$ cat src/rtl/mips_control_fsm.sv
// Multi-cycle MIPS control unit: sequences FETCH..writeback per opcode and drives datapath controls.
// Latency: R-type/addi/sw 4 cycles, lw 5, beq/j 3, plus one cycle per memory wait; outputs are Moore
//          (except ir_write/pc_write in FETCH, which follow mem_ready). Backpressure: memory states hold
//          until mem_ready, and fall into a sticky ERROR after MEM_TIMEOUT consecutive stalled cycles.
//
// Ports:
//   clk, rst (async, active-high)     - clock and reset; reset forces FETCH and clears counters at once
//   opcode[5:0]                       - instruction bits [31:26] from the instruction register
//   mem_ready                         - memory access completes in the cycle it is high
//   zero                              - ALU zero flag; the datapath gates the branch with pc_write_cond
//   signal_*                          - datapath write enables, mux selects and ALU op
//   state[3:0], error, instr_count    - current state, sticky fault, retired instruction count
module mips_control_fsm #(
    parameter int MEM_TIMEOUT = 15
) (
    input  logic        clk,
    input  logic        rst,
    input  logic [5:0]  opcode,
    input  logic        mem_ready,
    input  logic        zero,
    output logic        signal_pc_write,
    output logic        signal_pc_write_cond,
    output logic        signal_ir_write,
    output logic        signal_mem_read,
    output logic        signal_mem_write,
    output logic        signal_i_or_d,
    output logic        signal_mem_to_reg,
    output logic        signal_reg_dst,
    output logic        signal_reg_write,
    output logic        signal_alu_src_a,
    output logic [1:0]  signal_alu_src_b,
    output logic [1:0]  signal_alu_op,
    output logic [1:0]  signal_pc_source,
    output logic [3:0]  state,
    output logic        error,
    output logic [31:0] instr_count
);

    typedef enum logic [3:0] {
        S_FETCH     = 4'd0,
        S_DECODE    = 4'd1,
        S_MEM_ADDR  = 4'd2,
        S_MEM_READ  = 4'd3,
        S_MEM_WB    = 4'd4,
        S_MEM_WRITE = 4'd5,
        S_EXECUTE   = 4'd6,
        S_ALU_WB    = 4'd7,
        S_BRANCH    = 4'd8,
        S_JUMP      = 4'd9,
        S_ADDI_EXEC = 4'd10,
        S_ADDI_WB   = 4'd11,
        S_ERROR     = 4'd15
    } state_e;

    localparam logic [5:0] OP_RTYPE = 6'h00;
    localparam logic [5:0] OP_J     = 6'h02;
    localparam logic [5:0] OP_BEQ   = 6'h04;
    localparam logic [5:0] OP_ADDI  = 6'h08;
    localparam logic [5:0] OP_LW    = 6'h23;
    localparam logic [5:0] OP_SW    = 6'h2B;

    // The counter only needs to reach MEM_TIMEOUT-1: the stalled cycle that would
    // make it MEM_TIMEOUT is the one that jumps to ERROR instead.
    localparam int              WAIT_W   = (MEM_TIMEOUT < 2) ? 1 : $clog2(MEM_TIMEOUT);
    localparam logic [WAIT_W-1:0] WAIT_MAX = WAIT_W'(MEM_TIMEOUT - 1);

    state_e              state_q, state_d;
    logic [WAIT_W-1:0]   wait_q, wait_d;
    logic [31:0]         instr_count_q, instr_count_d;

    logic wait_expired;
    logic mem_state;
    logic retire;

    // The branch decision is made by the datapath from zero and pc_write_cond.
    logic unused_zero;
    assign unused_zero = zero;

    assign wait_expired = (wait_q == WAIT_MAX);
    assign mem_state    = (state_q == S_FETCH) || (state_q == S_MEM_READ) ||
                          (state_q == S_MEM_WRITE);

    always_ff @(posedge clk or posedge rst) begin
        if (rst) begin
            state_q       <= S_FETCH;
            wait_q        <= '0;
            instr_count_q <= '0;
        end else begin
            state_q       <= state_d;
            wait_q        <= wait_d;
            instr_count_q <= instr_count_d;
        end
    end

    // Next-state logic
    always_comb begin
        state_d = state_q;
        case (state_q)
            S_FETCH: begin
                if (mem_ready)         state_d = S_DECODE;
                else if (wait_expired) state_d = S_ERROR;
            end
            S_DECODE: begin
                case (opcode)
                    OP_LW, OP_SW: state_d = S_MEM_ADDR;
                    OP_RTYPE:     state_d = S_EXECUTE;
                    OP_BEQ:       state_d = S_BRANCH;
                    OP_J:         state_d = S_JUMP;
                    OP_ADDI:      state_d = S_ADDI_EXEC;
                    default:      state_d = S_ERROR;
                endcase
            end
            S_MEM_ADDR: begin
                if (opcode == OP_LW)      state_d = S_MEM_READ;
                else if (opcode == OP_SW) state_d = S_MEM_WRITE;
                else                      state_d = S_ERROR;
            end
            S_MEM_READ: begin
                if (mem_ready)         state_d = S_MEM_WB;
                else if (wait_expired) state_d = S_ERROR;
            end
            S_MEM_WB:    state_d = S_FETCH;
            S_MEM_WRITE: begin
                if (mem_ready)         state_d = S_FETCH;
                else if (wait_expired) state_d = S_ERROR;
            end
            S_EXECUTE:   state_d = S_ALU_WB;
            S_ALU_WB:    state_d = S_FETCH;
            S_BRANCH:    state_d = S_FETCH;
            S_JUMP:      state_d = S_FETCH;
            S_ADDI_EXEC: state_d = S_ADDI_WB;
            S_ADDI_WB:   state_d = S_FETCH;
            S_ERROR:     state_d = S_ERROR;
            default:     state_d = S_ERROR;
        endcase
    end

    // A memory state only re-enters itself while stalled, so "staying put" is the
    // increment condition and any state change is an entry that clears the count.
    always_comb begin
        wait_d = '0;
        if (mem_state && (state_d == state_q)) begin
            wait_d = wait_q + WAIT_W'(1);
        end
    end

    // Retire on the return to FETCH from any final state of an instruction.
    always_comb begin
        retire = 1'b0;
        if (state_d == S_FETCH) begin
            case (state_q)
                S_MEM_WB, S_MEM_WRITE, S_ALU_WB,
                S_BRANCH, S_JUMP, S_ADDI_WB: retire = 1'b1;
                default:                     retire = 1'b0;
            endcase
        end
        instr_count_d = retire ? instr_count_q + 32'd1 : instr_count_q;
    end

    // Control outputs: decoded from state_q only, so reset drops them immediately.
    always_comb begin
        signal_pc_write      = 1'b0;
        signal_pc_write_cond = 1'b0;
        signal_ir_write      = 1'b0;
        signal_mem_read      = 1'b0;
        signal_mem_write     = 1'b0;
        signal_i_or_d        = 1'b0;
        signal_mem_to_reg    = 1'b0;
        signal_reg_dst       = 1'b0;
        signal_reg_write     = 1'b0;
        signal_alu_src_a     = 1'b0;
        signal_alu_src_b     = 2'b00;
        signal_alu_op        = 2'b00;
        signal_pc_source     = 2'b00;
        case (state_q)
            S_FETCH: begin
                signal_mem_read  = 1'b1;
                signal_alu_src_b = 2'b01;
                signal_ir_write  = mem_ready;
                signal_pc_write  = mem_ready;
            end
            S_DECODE: begin
                signal_alu_src_b = 2'b11;
            end
            S_MEM_ADDR, S_ADDI_EXEC: begin
                signal_alu_src_a = 1'b1;
                signal_alu_src_b = 2'b10;
            end
            S_MEM_READ: begin
                signal_mem_read = 1'b1;
                signal_i_or_d   = 1'b1;
            end
            S_MEM_WB: begin
                signal_reg_write  = 1'b1;
                signal_mem_to_reg = 1'b1;
            end
            S_MEM_WRITE: begin
                signal_mem_write = 1'b1;
                signal_i_or_d    = 1'b1;
            end
            S_EXECUTE: begin
                signal_alu_src_a = 1'b1;
                signal_alu_op    = 2'b10;
            end
            S_ALU_WB: begin
                signal_reg_write = 1'b1;
                signal_reg_dst   = 1'b1;
            end
            S_BRANCH: begin
                signal_alu_src_a     = 1'b1;
                signal_alu_op        = 2'b01;
                signal_pc_source     = 2'b01;
                signal_pc_write_cond = 1'b1;
            end
            S_JUMP: begin
                signal_pc_write  = 1'b1;
                signal_pc_source = 2'b10;
            end
            S_ADDI_WB: begin
                signal_reg_write = 1'b1;
            end
            default: ;
        endcase
    end

    assign state       = state_q;
    assign error       = (state_q == S_ERROR);
    assign instr_count = instr_count_q;

endmodule

$ cat config.mk
export PLATFORM = sky130hd
export DESIGN_NAME = mips_control_fsm
export DESIGN_NICKNAME = d
export VERILOG_FILES = /design/src/rtl/mips_control_fsm.sv
export SDC_FILE = /design/constraint.sdc
export NUM_CORES = 1
export LEC_CHECK = 0
export CAP_MARGIN = 20
export CORE_UTILIZATION = 41
export DETAILED_ROUTE_END_ITERATION = 16
export PLACE_DENSITY = 0.78
export SYNTH_ARGS = -nofsm -noshare
export SYNTH_HDL_FRONTEND = slang
export SYNTH_SLANG_ARGS = --single-unit
$ cat constraint.sdc
create_clock -name clk -period 5.5 [get_ports clk]
set_clock_uncertainty 0.15 [all_clocks]
set_input_delay 1.65 -clock clk [delete_from_list [all_inputs] [get_ports clk]]
set_output_delay 1.65 -clock clk [all_outputs]
set_load 0.01 [all_outputs]
==> impl_metrics.json <==
{
  "synth_area_um2": 2300,
  "finalSetupViolCount": 0,
  "p_leak_uw": 0.00130,
  "num-fill-cells": 464,
  "drtIter0Drc": 122,
  "grtUsageTotal": 0.188,
  "synth_xor_area_frac": 0.137,
  "worst-setup-path-type": "in -> out",
  "clock_latency_ns": 0.29,
  "start_util": 0.439,
  "nets": 322,
  "synth_edf_count": 0,
  "wire_per_inst_um": 13.3,
  "setup_tns_ns": 0,
  "critPathCaptureType": "output port",
  "ys.flop_type": "dfrtp_1",
  "clk_path_buf_depth": 2,
  "dieArea_um2": 5910,
  "tightest_slew_ns": 0.710,
  "post_cts_resized": 0,
  "max_freq_mhz": 205,
  "fin_crit_sh": 0.887,
  "numCtsBuffers": 5,
  "synthToLayoutAreaGrowth_pct": 34.2,
  "crit_arrival_ns": 3.08,
  "status": "finished clean",
  "grt_start_max_net_pins": 29,
  "postRouteAntennaNets": 0,
  "grt-ovfl-total": 0,
  "drv_cap": 0,
  "vias": 1988,
  "h-tree-depth": 2,
  "synth-adder-area-share": 0.0163,
  "antenna_found_initial": 0,
  "hpwl_mm": 3.77,
  "start_kind": "primary input",
  "ys.warnings.count": 0,
  "synth_simple_gate_area_frac": 0.285,
  "die_h_um": 76.9,
  "cts-root-buf": "clkbuf_8",
  "rsz0062_at_grt": "false",
  "slew_headroom": 0.523,
  "grt_pass1_wl_mm": 8.96,
  "coreArea_um2": 5240,
  "gp_congestion": 0.892,
  "final_cells": 380,
  "hp-class": "reg -> reg",
  "ys_async_sr_fraction": 1.00,
  "cts_tree": "done",
  "layout_commonest_cell": "clkdlybuf4s50_1",
  "path_clk_slew_ns": 0.07,
  "cts.hold.buffers_added": 0,
  "drc": 0,
  "die-width_um": 76.9,
  "synth_top_family_by_area": "simple AND/OR/NAND/NOR gates",
  "cts.sinks": 40,
  "slew_violations": 0,
  "worst_path_max_delay_cell": "clkdlybuf4s50_1",
  "avgViaCountPerCell": 5.23,
  "cp_common_cell": "clkdlybuf4s50_1",
  "pin_count": 63,
  "cp.required_ns": 3.70,
  "slowest_delay_ns": 0.52,
  "drt_first_pass_iters": 4,
  "final_cell_mix": "clkdlybuf4s50_1, dfrtp_1, nor2_1",
  "synth_cell_type_count": 44,
  "num_rows": 26,
  "placed_cells": 371,
  "synth_cells": 248,
  "ys_seq_area_frac": 0.435,
  "cts_setup_buffers": 0,
  "r2r_cells": 5,
  "synth_nets": 261,
  "drive_gt1_frac": 0.0710,
  "synth-compound-area-share": 0.0827,
  "powerDensity_nw_per_um2": 379,
  "crit_path_max_fanout": 3,
  "ys_seq_elements": 40,
  "grt_pass1_vias": 1973,
  "worstPathCellList": "clkdlybuf4s50_1 -> inv_1 -> nor3_1 -> or2_2 -> clkdlybuf4s50_1",
  "drt-total-wl_mm": 5.06,
  "avgSynthCellArea_um2": 9.27,
  "hold_depth": 1,
  "period_needed_ns": 4.88,
  "synth_mux_area_frac": 0.00490,
  "ir_worst_vdd_mv": 0.265,
  "n_antenna_cell": 0,
  "hold_viol": 0,
  "port_buffers": 61
}
[power breakdown]
group          internal (µW)  total, µW  switching (µW)
logic                    270        539             269
registers                335        432            96.9
clock network            100        197            97.2
total                    705       1170             463
[metal layers]
layer,wire length [µm],global-route usage
met5,0,0
met4,56,0.0712
met3,218,0.0429
met2,2560,0.315
met1,2220,0.233
[cell families after synthesis]
| family | after synthesis |
|---|---|
| multiplexers | 1 |
| XOR/XNOR | 36 |
| buffers and inverters | 20 |
| AO/OA/AOI/OAI | 29 |
| AND/OR/NAND/NOR | 119 |
| adder cells (fa/ha/maj) | 3 |
| flip-flops | 40 |
[state kept, by name, indices dropped and copies added, names as in the netlist]
register     cells
wait_q           4
instr_count     32
state            4
[worst paths after layout]
check	startpoint	to	slack [ns]
max	mem_ready	signal_pc_write	0.62
min	instr_count[31]	instr_count[31]	0.33
max reg2reg	state[1]	instr_count[9]	2.81
min reg2reg	instr_count[31]	instr_count[31]	0.33
max in group asynchronous	rst	instr_count[27]	2.99
min in group asynchronous	rst	wait_q[2]	1.56
[per-stage QoR]
stage / hold WS, ns / total power, µW / cell area, µm² / utilization / worst slack (ns)
2_1_floorplan: 0.302 / 760 / 2300 / - / 1.15
3_3_place_gp: 0.311 / 964 / 2970 / 0.566 / 0.610
3_5_place_dp: 0.332 / 973 / 2970 / 0.566 / 0.620
4_1_cts: 0.342 / 1170 / 3060 / 0.584 / 0.613
5_1_grt: 0.352 / 1250 / 3090 / 0.589 / 0.550
6_report: 0.331 / 1170 / 3090 / 0.589 / 0.620
[cell usage after synthesis (all sizes together), types with 7 or more instances]
library cell / instances / area, µm²
nor3: 9 / 50.1
xor2: 18 / 158
dfrtp: 40 / 1000
xnor2: 18 / 158
inv: 9 / 33.8
clkbuf: 7 / 26.3
nand2: 23 / 86.3
nor2: 32 / 120
nand3: 18 / 103
a21oi: 10 / 50.1
[layout make-up]
cell class	count	area (µm²)	share of cell area
clock buffer	6	82.6	0.0268
sequential	40	1000	0.324
tap	70	87.6	0.0284
multi-input combinational	188	1210	0.392
timing repair buffer	65	661	0.214
clock inverter	2	10.0	0.00324
inverter	9	33.8	0.0109
[critical path: cells and delay by family]
family	cells	cell delay, ns
buf+inv	3	1.07
simple gates	2	0.36
Power figures use the tool's default switching activity.
